[config.mk]
export PLATFORM = sky130hd
export DESIGN_NAME = pipe_stall_ctrl
export DESIGN_NICKNAME = d
export VERILOG_FILES = /design/src/rtl/pipe_stall_ctrl_pkg.sv /design/src/rtl/pipe_stall_ctrl_perf_cnt.sv /design/src/rtl/pipe_stall_ctrl.sv
export SDC_FILE = /design/constraint.sdc
export NUM_CORES = 1
export LEC_CHECK = 0
export CAP_MARGIN = 25
export CORE_ASPECT_RATIO = 2
export CORE_MARGIN = 2
export CORE_UTILIZATION = 30
export DETAILED_ROUTE_END_ITERATION = 12
export PLACE_DENSITY = 0.72
export SYNTH_ARGS = -nofsm -noshare
export SYNTH_HDL_FRONTEND = slang
export SYNTH_SLANG_ARGS = --single-unit
[constraint.sdc]
create_clock -name clk -period 1.5 [get_ports clk]
set_input_delay 0.15 -clock clk [delete_from_list [all_inputs] [get_ports clk]]
set_output_delay 0.15 -clock clk [all_outputs]
set_load 0.03 [all_outputs]
[src/rtl/pipe_stall_ctrl_pkg.sv]
// Shared types and constants for the pipeline stall/flush controller:
// stall bus encodings, FSM state codes and the reset-asserted level.
package pipe_stall_ctrl_pkg;

    typedef logic [5:0] stall_bus_t;

    // Hold vector bit order: 0 PC, 1 IF, 2 ID, 3 EX, 4 MEM, 5 WB.
    localparam stall_bus_t STALL_NONE = 6'b000000;
    localparam stall_bus_t STALL_ID   = 6'b000111;
    localparam stall_bus_t STALL_EX   = 6'b001111;

    localparam logic RST_ASSERTED = 1'b0;

    typedef enum logic [1:0] {
        ST_RUN     = 2'd0,
        ST_EX_WAIT = 2'd1,
        ST_FLUSH   = 2'd2
    } state_e;

    // Only ops longer than one cycle need the EX_WAIT state.
    function automatic logic isLongOp(input logic [5:0] n);
        return n >= 6'd2;
    endfunction

endpackage

[src/rtl/pipe_stall_ctrl_perf_cnt.sv]
// 16-bit saturating stall-cycle counter; clear has priority over increment.
module stall_perf_cnt
    import pipe_stall_ctrl_pkg::*;
(
    input  logic        clk,
    input  logic        rst,
    input  logic        inc_i,
    input  logic        clr_i,
    output logic [15:0] count_o
);

    logic [15:0] count_q;
    logic [15:0] count_d;

    always_comb begin
        count_d = count_q;
        if (clr_i) begin
            count_d = 16'h0000;
        end else if (inc_i && (count_q != 16'hFFFF)) begin
            count_d = count_q + 16'd1;
        end
    end

    always_ff @(posedge clk) begin
        if (rst == RST_ASSERTED) begin
            count_q <= 16'h0000;
        end else begin
            count_q <= count_d;
        end
    end

    assign count_o = count_q;

endmodule

[src/rtl/pipe_stall_ctrl.sv]
// Pipeline hazard controller: decode/EX stalls, multi-cycle EX wait and
// one-cycle flush with registered redirect target.
module pipe_stall_ctrl
    import pipe_stall_ctrl_pkg::*;
(
    input  logic        clk,
    input  logic        rst,
    input  logic        stallreq_id,
    input  logic        ex_start,
    input  logic [5:0]  ex_cycles,
    input  logic        flush_req,
    input  logic [31:0] flush_pc,
    input  logic        cnt_clr,
    output logic [5:0]  stall,
    output logic        flush,
    output logic [31:0] new_pc,
    output logic [15:0] stall_cnt
);

    state_e      state_q, state_d;
    logic [5:0]  cnt_q, cnt_d;
    logic [31:0] new_pc_q, new_pc_d;

    always_ff @(posedge clk) begin
        if (rst == RST_ASSERTED) begin
            state_q  <= ST_RUN;
            cnt_q    <= 6'd0;
            new_pc_q <= 32'h0;
        end else begin
            state_q  <= state_d;
            cnt_q    <= cnt_d;
            new_pc_q <= new_pc_d;
        end
    end

    // A flush request overrides everything, including an in-flight EX wait.
    always_comb begin
        state_d  = state_q;
        cnt_d    = cnt_q;
        new_pc_d = new_pc_q;
        if (flush_req) begin
            state_d  = ST_FLUSH;
            cnt_d    = 6'd0;
            new_pc_d = flush_pc;
        end else begin
            case (state_q)
                ST_RUN: begin
                    if (ex_start && isLongOp(ex_cycles)) begin
                        state_d = ST_EX_WAIT;
                        cnt_d   = ex_cycles - 6'd1;
                    end
                end
                ST_EX_WAIT: begin
                    cnt_d = cnt_q - 6'd1;
                    if (cnt_q <= 6'd1) begin
                        state_d = ST_RUN;
                        cnt_d   = 6'd0;
                    end
                end
                ST_FLUSH: state_d = ST_RUN;
                default:  state_d = ST_RUN;
            endcase
        end
    end

    // In RUN a same-cycle flush request suppresses the stall of the younger op.
    always_comb begin
        stall = STALL_NONE;
        if (rst != RST_ASSERTED) begin
            case (state_q)
                ST_RUN: begin
                    if (flush_req) begin
                        stall = STALL_NONE;
                    end else if (ex_start && (ex_cycles != 6'd0)) begin
                        stall = STALL_EX;
                    end else if (stallreq_id) begin
                        stall = STALL_ID;
                    end
                end
                ST_EX_WAIT: stall = STALL_EX;
                default:    stall = STALL_NONE;
            endcase
        end
    end

    assign flush  = (state_q == ST_FLUSH);
    assign new_pc = new_pc_q;

    stall_perf_cnt u_perf_cnt (
        .clk     (clk),
        .rst     (rst),
        .inc_i   (stall != STALL_NONE),
        .clr_i   (cnt_clr),
        .count_o (stall_cnt)
    );

endmodule

======== Word level (Yosys, flattened, before mapping) ========
Index checks and enable logic that the tools add are counted.
Widths: inputs -> output; s select.
operators by class
  equality and inequality tests ........... 7
  add/sub/neg operators ................... 3
  magnitude comparators ................... 2
  multiplexer cells ....................... 12
  reduce and logical (&&, ||, !) cells .... 12
  bitwise logic cells ..................... 1
operators with widths
  operator               count
  $pmux 6 s2             2
  $mux 6                 3
  $add 16x1->16 const B  1
  $ne 16x16->1 const B   1
  $reduce_bool 6->1      2
  $sub 6x1->6 const B    2
  $mux 4                 2
  $ge 6x2->1 const B     1
  $le 6x1->1 const B     1
  $mux 2                 3
  $ne 3x3->1 const B     2
  $reduce_and 2->1       3
  $ne 2x2->1 const B     2
  $pmux 2 s2             1
  $reduce_or 2->1        2
  $logic_and 1x1->1      3
  $mux 3                 1
  $eq 2x1->1 const B     1
  $eq 2x2->1 const B     1
  $logic_not 2->1        1
  $reduce_bool 2->1      1
  $not 1->1              1
word-level totals
  register bits ........................... 56
  output and inout port bits .............. 55
  logic and storage cells ................. 42
  bits of input ports ..................... 44

======== Longest topological paths before layout ========
  depth in word-level cells ............... 8
  gate-level depth with buffers ........... 8
  depth with buffers taken out ............ 8

======== Modules after synthesis ========
Synthesis repeated with hierarchy kept, for this count alone.
second synthesis, totals
  cell total of the unflattened synthesis .. 282
  area total of the unflattened synthesis .. 2761.4 um^2
modules (own cells, without submodules)
  module           area each (um^2)  times used  cells an instance
  pipe_stall_ctrl  1896.8            1           191
  stall_perf_cnt   864.6             1           91

======== Worst setup path after synthesis ========
No wires, ideal clock.
  path kind ............................... reg2reg
  start ................................... register u_perf_cnt.count_q[0], in the netlist u_perf_cnt.count_o[0]
  end ..................................... register u_perf_cnt.count_q[0], in the netlist u_perf_cnt.count_o[0]
  required time ........................... 1.368 ns
  setup time .............................. 0.132 ns
  stages on the path, launching flop included .. 9
  buffers on the path ..................... 2
  arrival time ............................ 1.750 ns
  slack ................................... -0.383 ns
  clock period less this slack ............ 1.883 ns
  cell sequence ........................... dfxtp_1 > ha_1 > nand2_1 > nor3_2 > and3_4 > buf_6 > buf_4 > or3_1 > a21oi_1
between the ends
  longest elaborated chain between the ends .. 2
  elaborated cells on any way between the ends .. 3
  those cells by class .................... add/sub (1); eq/ne (1); reduce/logical (1)
ends and longest elaborated chain
  item                                                   line                            RTL
  start: declaration                                     pipe_stall_ctrl_perf_cnt.sv:12  logic [15:0] count_q;
  start signal: assignment                               pipe_stall_ctrl_perf_cnt.sv:28  count_q <= count_d;
  branches (longest 2 deep; another with $add 16x1->16)  -
Several ways; the timed one is not identified.
A chain may end at the register's enable or synchronous reset.

======== Worst setup path in the final report ========
  start ................................... register state_q[1]
  end ..................................... register u_perf_cnt.count_q[9], in the netlist u_perf_cnt.count_o[9]
between the ends
  longest elaborated chain between the ends .. 5
  elaborated cells on any way between the ends .. 6
  those cells by class .................... eq/ne (1); mux (2); reduce/logical (3)
ends and longest elaborated chain
  item                                           line                            RTL
  start: declaration                             pipe_stall_ctrl.sv:20           state_e state_q, state_d;
  start signal: assignment                       pipe_stall_ctrl.sv:30           state_q <= state_d;
  $eq 2x1->1 or $logic_not 2->1 (tied branches)  pipe_stall_ctrl.sv:70           case (state_q)
  $pmux 6 s2 (*)                                 pipe_stall_ctrl.sv:70
  $mux 6 (*)                                     pipe_stall_ctrl.sv:69           if (rst != RST_ASSERTED) begin
  $reduce_bool 6->1 (*)                          pipe_stall_ctrl.sv:92           .inc_i (stall != STALL_NONE),
  $logic_and 1x1->1 (*)                          pipe_stall_ctrl_perf_cnt.sv:19  end else if (inc_i && (count_q != 16'hFFFF)) begin
Mark *: on every way between the ends. The rest lies on a longest branch, timed or not.

==> impl_metrics.json <==
{
  "antenna_left": 0,
  "place_congestion": 0.8421,
  "yosysTopAreaCell": "dfxtp_1",
  "p_leak_uw": 0.002188,
  "synthesis.area_per_instance_um2": 9.069,
  "wire_per_inst_um": 14.57,
  "ios": 99,
  "dieArea_um2": 9956,
  "cts.sinks": 56,
  "clk_path_buf_depth": 2,
  "instances_no_fill": 553,
  "endpoint_kind": "flop",
  "grt_pass1_wl_um": 13010,
  "cp_max_fo": 4,
  "hold_buffers": 0,
  "synth.ff_latch_count": 56,
  "layout.nets": 499,
  "place_area_um2": 4129,
  "p_int_uw": 2568,
  "grt_max_degree": 37,
  "whs_ps": 332.9,
  "vias": 2695,
  "path_clk_slew_ps": 80,
  "postSynthCellCount": 302,
  "finalCriticalPeriod_ps": 1595,
  "setup_viol": 7,
  "die_y_um": 139.1,
  "netlist_area_um2": 2739,
  "drc": 0,
  "p_sw_frac": 0.2783,
  "synth_top_area_share": 0.4093,
  "power_frac_seq": 0.441,
  "p_clk_frac": 0.333,
  "power_density_nw_per_um2": 763.8,
  "post-route-cell-area_um2": 4658,
  "core_um2": 8951,
  "synth_edf_count": 0,
  "htree_levels": 2,
  "drt-total-wl_um": 8056,
  "yosysWarningCount": 0,
  "cts_buffers": 5,
  "dpl.cell_count": 531,
  "clk_root_buffer_cell": "clkbuf_16",
  "fin_skew_ps": 10.77,
  "violations": "negative setup slack",
  "floorplan.initialDensity": 0.3060,
  "grt_overflow": 0,
  "tightest_slew_ps": 540.4,
  "status": "finished with violations",
  "p_comb_frac": 0.226,
  "clock.fmax_mhz": 626.9,
  "slew_viol_final": 0,
  "p_switching_uw": 990.2,
  "drt_iter0_drc": 164,
  "synthDistinctLibCells": 46,
  "max_cap_violations": 0,
  "routed_via_density": 4.873,
  "arrival_ps": 1830,
  "clock_latency_ps": 300,
  "mostFrequentLayoutCells": "buf_4, clkdlybuf4s50_1, dfxtp_1, mux2i_1, nor2b_1",
  "finalSetupTns_ps": -377.8,
  "dr.pass1.iters": 4,
  "finalCritPeriodShare": 1.063,
  "row_count": 49,
  "r2r_cells": 6,
  "critical_path_class": "reg -> reg",
  "ir_drop_uv": 678.9,
  "utilization": 0.5204,
  "grt_pass1_vias": 2750,
  "grt_usage": 0.1641,
  "synthArstFlopShare": 0,
  "hold_viol_final": 0,
  "drive_gt1_frac": 0.3215,
  "final_common_cell": "buf_4",
  "syn_to_final_growth_pct": 70.08,
  "worstPathRequired_ps": 1740,
  "seqCellArea_um2": 1166,
  "fin_ws_ps": -95.07,
  "port_buffers": 96,
  "rsz0062_at_grt": "yes",
  "die_x_um": 71.57,
  "start_kind": "flop",
  "final.fill_count": 819,
  "slew_headroom": 0.6398,
  "ys_seq_area_frac": 0.4093,
  "grt_antenna_before_repair": 0,
  "antenna_cells": 0,
  "cts_tree": "yes",
  "multiInputGateArea_um2": 1730,
  "dp_hpwl_um": 5701,
  "hp-class": "in -> reg",
  "dominantRegCellSynth": "dfxtp_1",
  "hold_depth": 5,
  "synth_area_leaders": "dfxtp_1, mux2i_1, nor2b_1, a21oi_1, nand2_1"
}
[registers in the layout (all words and copies together), names as in the netlist]
name / count
state_q: 2
new_pc: 32
cnt_q: 6
u_perf_cnt.count_o: 16
[what timing repair did]
item | 4_1_cts | 5_1_grt
gates resized for setup | 53 | 68
gates cloned | 0 | 2
pin swaps | 10 | 20
endpoints found under the setup margin | 43 | 46
buffers inserted | 6 | 6
[power groups by stage]
stage	sequential, uW	clock, uW	combinational [uW]
after floorplan	1700	0	269
after global placement	1600	0	708
after detailed placement	1600	0	716
after CTS	1570	1230	757
after global routing	1580	1300	865
final	1570	1190	804
[cell families after synthesis]
group,count (synthesis),share of synthesized area
AO/OA/AOI/OAI,49,0.1124
AND/OR/NAND/NOR,123,0.2558
other,1,0.001369
multiplexers,37,0.1352
adder cells (fa/ha/maj),5,0.02284
buffers and inverters,27,0.05025
XOR/XNOR,4,0.01279
flip-flops,56,0.4093
[synthesized netlist by cell type, types with 6 or more instances]
cell and count:
nand2b_1 7, a21oi_1 15, o31ai_1 9, inv_1 7
clkbuf_1 9, nor2_1 19, dfxtp_1 56, nor2b_1 35
a211oi_1 6, mux2i_1 37, or4_1 7, nand3_1 14
nand2_1 19
[through the flow]
stage	power, uW	setup WS (ps)
2_1_floorplan	1972	-116.4
3_3_place_gp	2306	-606.1
3_5_place_dp	2316	-683.5
4_1_cts	3559	-71.48
5_1_grt	3739	-132.4
6_report	3558	-95.07
[layout make-up]
| class | instances | share of cell area |
|---|---|---|
| multi-input cells | 221 | 0.3715 |
| repair buffers | 158 | 0.3121 |
| flip-flops and latches | 56 | 0.2503 |
| clock buffers | 6 | 0.02767 |
| well taps | 102 | 0.02740 |
| inverters | 8 | 0.008595 |
| clock inverters | 2 | 0.002417 |
[path summary, 6_finish.rpt]
check / from / to / slack [ps]
setup reg to reg: state_q[1] / u_perf_cnt.count_o[9] / -100
hold reg to reg: u_perf_cnt.count_o[14] / u_perf_cnt.count_o[14] / 490
hold / removal: ex_cycles[0] / cnt_q[0] / 330
setup / recovery: state_q[1] / u_perf_cnt.count_o[9] / -100
[metal layers]
| metal | wire length [um] | GRT usage |
|---|---|---|
| met3 | 407 | 0.03634 |
| met5 | 0 | 0 |
| met1 | 2806 | 0.1618 |
| met2 | 4635 | 0.3134 |
| met4 | 206 | 0.07051 |
[critical path, stage by stage (launching register included)]
cell and delay, ps:
dfxtp_2 320, nand2b_4 140, a21oi_4 150, nand2_4 100
buf_2 160, or4_1 520, a21oi_2 130
Power figures use the tool's default switching activity.
